[src/rtl/uart_rx_frame_ctrl.sv]
// uart_rx_frame_ctrl
// UART receive frame controller and deserializer in the rx_clk domain.
// Works alongside an external edge/bit counter stage: this block enables
// that stage and consumes its ticks. It majority-votes three mid-bit
// samples per bit, walks start/data/parity/stop, and reports each frame
// with a one-cycle pulse.
//
// Ports:
//   rx_clk              receive (oversampling) clock
//   rst                 synchronous reset, active-high
//   rx_in               synchronized serial line, idles high
//   parity_enable       1 = frame carries a parity bit
//   parity_type         0 = even, 1 = odd
//   edge_done_tick      last oversample edge of the current bit
//   data_done_tick      bit counter is on the final data bit
//   sampling_tick       one of the three mid-bit sample edges
//   counter_enable      run the edge counter (any state but IDLE)
//   deserializer_enable advance the data bit counter (DATA only)
//   p_data              last good received byte
//   data_valid          one-cycle pulse, p_data updated
//   parity_error        one-cycle pulse, parity mismatch
//   stop_error          one-cycle pulse, stop bit sampled low
//   busy                frame in progress
module uart_rx_frame_ctrl #(
  parameter int DATA_WIDTH     = 8,
  parameter int PRESCALE_WIDTH = 6
) (
  input  logic                  rx_clk,
  input  logic                  rst,
  input  logic                  rx_in,
  input  logic                  parity_enable,
  input  logic                  parity_type,
  input  logic                  edge_done_tick,
  input  logic                  data_done_tick,
  input  logic                  sampling_tick,
  output logic                  counter_enable,
  output logic                  deserializer_enable,
  output logic [DATA_WIDTH-1:0] p_data,
  output logic                  data_valid,
  output logic                  parity_error,
  output logic                  stop_error,
  output logic                  busy
);

  typedef enum logic [2:0] {
    IDLE   = 3'd0,
    START  = 3'd1,
    DATA   = 3'd2,
    PARITY = 3'd3,
    STOP   = 3'd4
  } state_e;

  // The prescale field only travels with this block; it must at least be
  // wide enough to hold the minimum prescale of 8.
  if (PRESCALE_WIDTH < 4) begin : g_prescale_too_narrow
  end

  function automatic logic maj3(input logic [2:0] s);
    return (s[0] & s[1]) | (s[0] & s[2]) | (s[1] & s[2]);
  endfunction

  state_e                state_q, state_d;
  logic [2:0]            samp_q, samp_d;
  logic [DATA_WIDTH-1:0] shreg_q, shreg_d;
  logic [DATA_WIDTH-1:0] p_data_q, p_data_d;
  logic                  par_en_q, par_en_d;
  logic                  par_type_q, par_type_d;
  logic                  par_err_q, par_err_d;
  logic                  dv_q, dv_d;
  logic                  pe_q, pe_d;
  logic                  se_q, se_d;
  logic                  bit_val_s;
  logic                  stop_bad_s;

  // Vote over the three samples of the current bit.
  assign bit_val_s = maj3(samp_q);

  // Moore decode of the state register.
  assign counter_enable      = (state_q != IDLE);
  assign deserializer_enable = (state_q == DATA);
  assign busy                = (state_q != IDLE);
  assign p_data              = p_data_q;
  assign data_valid          = dv_q;
  assign parity_error        = pe_q;
  assign stop_error          = se_q;

  // Next-state, sampler, shifter and pulse logic.
  always_comb begin
    state_d    = state_q;
    samp_d     = samp_q;
    shreg_d    = shreg_q;
    p_data_d   = p_data_q;
    par_en_d   = par_en_q;
    par_type_d = par_type_q;
    par_err_d  = par_err_q;
    dv_d       = 1'b0;
    pe_d       = 1'b0;
    se_d       = 1'b0;
    stop_bad_s = 1'b0;

    // Sample ticks only matter once the edge counter is running.
    if (counter_enable && sampling_tick) begin
      samp_d = {samp_q[1:0], rx_in};
    end else begin
      samp_d = samp_q;
    end

    case (state_q)
      IDLE: begin
        if (!rx_in) begin
          // Freeze the frame format so mid-frame config writes are harmless.
          state_d    = START;
          samp_d     = 3'b000;
          par_en_d   = parity_enable;
          par_type_d = parity_type;
          par_err_d  = 1'b0;
        end else begin
          state_d = IDLE;
        end
      end
      START: begin
        if (edge_done_tick) begin
          // A start bit that votes high was a line glitch.
          state_d = bit_val_s ? IDLE : DATA;
        end else begin
          state_d = START;
        end
      end
      DATA: begin
        if (edge_done_tick) begin
          shreg_d = {bit_val_s, shreg_q[DATA_WIDTH-1:1]};
          if (data_done_tick) begin
            state_d = par_en_q ? PARITY : STOP;
          end else begin
            state_d = DATA;
          end
        end else begin
          state_d = DATA;
        end
      end
      PARITY: begin
        if (edge_done_tick) begin
          par_err_d = bit_val_s != ((^shreg_q) ^ par_type_q);
          state_d   = STOP;
        end else begin
          state_d = PARITY;
        end
      end
      STOP: begin
        if (edge_done_tick) begin
          stop_bad_s = ~bit_val_s;
          pe_d       = par_err_q;
          se_d       = stop_bad_s;
          dv_d       = ~stop_bad_s & ~par_err_q;
          if (dv_d) begin
            p_data_d = shreg_q;
          end else begin
            p_data_d = p_data_q;
          end
          state_d = IDLE;
        end else begin
          state_d = STOP;
        end
      end
      default: begin
        state_d = IDLE;
      end
    endcase
  end

  // State and datapath registers with synchronous reset.
  always_ff @(posedge rx_clk) begin
    if (rst) begin
      state_q    <= IDLE;
      samp_q     <= 3'b000;
      shreg_q    <= '0;
      p_data_q   <= '0;
      par_en_q   <= 1'b0;
      par_type_q <= 1'b0;
      par_err_q  <= 1'b0;
      dv_q       <= 1'b0;
      pe_q       <= 1'b0;
      se_q       <= 1'b0;
    end else begin
      state_q    <= state_d;
      samp_q     <= samp_d;
      shreg_q    <= shreg_d;
      p_data_q   <= p_data_d;
      par_en_q   <= par_en_d;
      par_type_q <= par_type_d;
      par_err_q  <= par_err_d;
      dv_q       <= dv_d;
      pe_q       <= pe_d;
      se_q       <= se_d;
    end
  end

endmodule

[config.mk]
export PLATFORM = sky130hd
export DESIGN_NAME = uart_rx_frame_ctrl
export DESIGN_NICKNAME = d
export VERILOG_FILES = /design/src/rtl/uart_rx_frame_ctrl.sv
export SDC_FILE = /design/constraint.sdc
export NUM_CORES = 1
export LEC_CHECK = 0
export ABC_CLOCK_PERIOD_IN_PS = 1660
export CAP_MARGIN = 20
export CORE_MARGIN = 4
export CORE_UTILIZATION = 38
export CTS_BUF_LIST = sky130_fd_sc_hd__clkbuf_2
export CTS_CLUSTER_DIAMETER = 30
export CTS_CLUSTER_SIZE = 14
export DETAILED_ROUTE_END_ITERATION = 10
export PLACE_DENSITY_LB_ADDON = 0.08
export SYNTH_ARGS = -nofsm -noshare
export SYNTH_HDL_FRONTEND = slang
export SYNTH_SLANG_ARGS = --single-unit
[constraint.sdc]
create_clock -name rx_clk -period 1.66 [get_ports rx_clk]
set_input_delay 0.332 -clock rx_clk [delete_from_list [all_inputs] [get_ports rx_clk]]
set_output_delay 0.332 -clock rx_clk [all_outputs]
set_load 0.01 [all_outputs]
======== Yosys cells after proc, flatten, opt, wreduce, memory -nomap -nowiden ========
Cells that the tools add are included.
operators by class
  $add $sub $neg .......................... 0
  multipliers ............................. 0
  div/mod/pow operators ................... 0
  order comparisons ....................... 0
  eq/ne operators ......................... 7
  shift-type cells ........................ 0
  multiplexer cells ....................... 15
  bitwise operators ....................... 12
  reduce and logical (&&, ||, !) cells .... 10
operator list
  operator                                             count
  two-way mux 3 bit                                    8
  one-hot mux 3 bit (5 select lines)                   1
  XOR reduction 8 bit                                  1
  equality test 3 x 2 -> 1 bit, second input constant  2
  AND reduction 3 bit                                  2
  inverter 1 bit                                       5
  AND 1 bit                                            4
  two-way mux 2 bit                                    2
  inequality test 2 bit, second input constant         2
  AND reduction 2 bit                                  2
  equality test 3 x 1 -> 1 bit, second input constant  1
  equality test 3 bit, second input constant           1
  zero test 3 bit                                      1
  two-way mux 1 bit                                    3
  nonzero test 3 bit                                   1
  OR reduction 3 bit                                   1
  bitwise OR 1 bit                                     2
  one-hot mux 1 bit (2 select lines)                   1
  nonzero test 2 bit                                   1
  logical AND 1 bit                                    1
  inequality test 1 bit                                1
  XOR 1 bit                                            1
storage, ports and cells
  bits in registers ....................... 28
  bits in latches ......................... 0
  RAM bits ................................ 0
  ROM bits ................................ 0
  output and inout port bits .............. 14
  logic and storage cells ................. 54
  memories ................................ 0

======== Logic depth before layout (Yosys ltp) ========
  depth after elaboration ................. 6
  mapped depth ............................ 6
  gate-level depth less buffers ........... 4

======== Least setup slack after synthesis ========
Ideal clock, no wire load.
  path kind ............................... reg2reg
  start point ............................. register state_q[2]
  end point ............................... register samp_q[0]
  setup time .............................. 132 ps
  arrival time ............................ 1,275 ps
  required time ........................... 1,528 ps
  setup slack ............................. 252 ps
  stages on the path, launching flop included .. 7
  buffers on the path ..................... 2
  period minus slack after synthesis ...... 1,408 ps
  cell sequence ........................... dfxtp_1 buf_2 or3_1 clkbuf_2 and2_1 o21ai_0 a21oi_1
on the way
  word-level cells in the longest chain between the ends .. 5
  elaborated cells on any way between the ends .. 6
ends and longest elaborated chain
  item                    RTL line  source
  start, declared         62        state_e state_q, state_d;
  start signal, assigned  185       state_q <= state_d;
  nonzero test 3 bit *    n/a
  net busy                42        output logic busy
  logical AND 1 bit *     102       if (counter_enable && sampling_tick) begin
  two-way mux 3 bit *     102
  two-way mux 3 bit       110       if (!rx_in) begin
  two-way mux 3 bit *     108       case (state_q)
  end signal, assigned    186       samp_q <= samp_d;
  end, declared           63        logic [2:0] samp_q, samp_d;
Mark *: on every way through the listed nets, which the timed path passes. The rest lies on a longest branch.
A chain may end at the register's enable or synchronous reset.

======== Worst setup path after layout ========
  start point ............................. register state_q[0]
  end point ............................... output port busy
on the way
  word-level cells in the longest chain between the ends .. 1
ends and longest elaborated chain
  item                RTL line  source
  nonzero test 3 bit  81        assign busy = (state_q != IDLE);
  end, declared       42
Every way passes these cells.

==> qor.yml <==
coreArea_um2: 3053
synthArstFlopShare: 0
synthesis.nets: 141
final.setup.worst_slack_ns: 0.04881
synth-seq-cells: 28
ys_seq_area_frac: 0.4657
cts_buffers: 3
syn2layout_area_growth_pct: 32.33
synth_mux_area_frac: 0.08316
drc_errors: 0
die-area_um2: 4132
yosysWarnings: 0
grt_pass1_wl_mm: 4.174
die_x_um: 64.28
worstMarginPinSlew_ns: 0.2724
ant_nets: 0
avgSynthCellArea_um2: 9.050
clk_pin_slew_ns: 0.24
synthTopCellsByArea: "dfxtp_1 (47%), mux2i_1 (8.3%), nand2_1 (6.2%)"
yosysTopAreaCell: "dfxtp_1"
port_buffers: 21
cp_max_fo: 3
worstPathCellList: "or3_4 > buf_2"
skew_ns: 0.01874
critical-path-max-stage-delay_ns: 0.40
rsz0062_at_grt: "true"
powerDensity_nw_per_um2: 776.4
report.final.slew_viol_count: 0
rows: 20
antenna_found_initial: 0
antenna_cells: 0
routabilityCongestion: 0.8973
dp_slack_ns: 0.01123
grt_pass1_vias: 943
insertion_delay_ns: 0.37
syn_inst: 133
yosys.area_share.adder: 0.009356
ios: 22
drt_iter0_drc: 54
syn_area_um2: 1204
cap_violations: 0
drt_first_pass_iters: 4
start_util: 0.3943
startpoint_type: "register"
arrival_ns: 1.28
status: "completed"
place_inst: 199
cts.path.max_buffers: 2
wl_mm: 2.377
die_h_um: 64.28
drive_gt1_frac: 0.2188
grt_overflow: 0
grt_max_degree: 17
hold_viol_final: 0
wl_per_cell_um: 11.65
clock_tree.root_cell: "clkbuf_2"
synth_top_area_share: 0.4657
grt_usage: 0.1251
cp_slowest_cell: "or3_4"
cts_sinks: 28
setup_violations: 0
max_freq_ghz: 0.6207
relSlewSlack: 0.8179
max-vdd-ir-drop_uv: 559.2
leakagePower_nw: 0.8508
synth-main-ff-cell: "dfxtp_1"
min_path_type: "input port to register"
cp.required_ns: 1.33
finalCritPeriodShare: 0.9706
synth_xor_area_frac: 0.06965
synth_top_family_by_area: "simple AND/OR/NAND/NOR gates"
min_period_ns: 1.611
synth_compound_area_frac: 0.1112
final_nets: 169
endpoint_kind: "output pin"
vias_per_cell: 4.740
num_vias: 967
layoutNonFillerInstCount: 204
synth_cell_types: 35
cts_htree_levels: 1
setup.worst_path.class: "register to output pin"
synth_simple_gate_area_frac: 0.2121
cts_tree: "yes"
hpwl_mm: 1.757
synth_edf_count: 0
[sequential cells by signal, summed over array words and instances, names as in the netlist, 3 cells and up]
register / flops
p_data: 8
shreg_q: 8
samp_q: 3
state_q: 3
[logic make-up (layout without fill, tap and decap cells)]
kind of cell	after synthesis	after routing
buffers and inverters	11	38
xor gates and xnor gates	8	8
DFF	28	28
AOI/OAI and AO/OA	22	22
adders and majority gates	1	1
and+or+nand+nor	53	53
muxes	10	10
[worst max-delay path: cells and delay by family, from the launching register on]
kind | cells | cell delay (ns)
buffers and inverters | 1 | 0.15
flip-flops | 1 | 0.38
AND/OR/NAND/NOR | 1 | 0.40
[per-layer routing]
layer | vias to the layer above | part of all wire | track usage
met2 | 16 | 0.47 | 0.2023
met4 | 0 | 0.0088 | 0.04222
met1 | 446 | 0.48 | 0.1625
li1 | 501 | - | -
met3 | 4 | 0.032 | 0.02988
met5 | - | 0 | 0
[layout make-up]
type | instances | area, um2
fillers | 321 | 1460
inverters | 2 | 7.507
clock inverters | 1 | 30.03
well taps | 44 | 55.05
flip-flops and latches | 28 | 575.6
clock buffers | 3 | 15.01
multi-input cells | 94 | 595.6
repair buffers | 32 | 314.1
[where the power goes]
group | switching [mW] | total (mW) | internal [mW] | leakage, nW
registers | 0.00677 | 0.690 | 0.684 | 0.232
logic | 0.0696 | 0.141 | 0.0716 | 0.592
clock network | 0.198 | 0.405 | 0.207 | 0.0266
total | 0.274 | 1.24 | 0.962 | 0.851
[metrics by stage]
step	power, mW	hold slack, ns	TNS (ns)	utilization	cell area, um2
final	1.237	0.4997	0	0.5217	1593
after global routing	1.312	0.4579	-0.1352	0.5217	1593
after CTS	1.258	0.4676	0	0.5127	1565
after detailed placement	0.8419	0.4879	0	0.4930	1505
after global placement	0.8408	0.4804	0	0.4930	1505
after floorplan	0.7812	0.4604	0	-	1204
[cell usage in the layout, fill, tap and decap left out, drive strengths merged, types with 4 or more instances in the layout]
cell type      count
buf               14
mux2i             10
dlymetal6s2s      10
nor2              15
dfxtp             28
xnor2              4
clkdlybuf4s50      7
a21oi             13
nand2             20
[synth_stat cells, types with 2 or more instances]
library cell / count
nor2b_1: 3
buf_4: 2
dfxtp_1: 28
nor3_1: 2
clkbuf_1: 3
xor2_1: 3
nor2_1: 15
and2_1: 2
xnor2_1: 4
inv_1: 2
or3_1: 2
o21ai_0: 3
mux2i_1: 10
nand2_1: 20
a21oi_1: 13
a22oi_1: 2
[timing repair]
item / CTS / global route
hold buffers: 0 / 0
gates resized for setup: 25 / 12
pin swaps: 0 / 1
setup buffers: 1 / 0
endpoints found under the setup margin: 11 / 13
[path summary, 6_finish.rpt]
| path | from | end | slack (ns) | cells past startpoint |
|---|---|---|---|---|
| hold / removal | parity_type | par_type_q | 0.50 | 3 |
| setup reg to reg | state_q[0] | p_data[6] | 0.17 | 7 |
| setup / recovery | state_q[0] | busy | 0.05 | 2 |
| hold reg to reg | shreg_q[6] | shreg_q[5] | 0.50 | 2 |
Power figures use the tool's default switching activity.
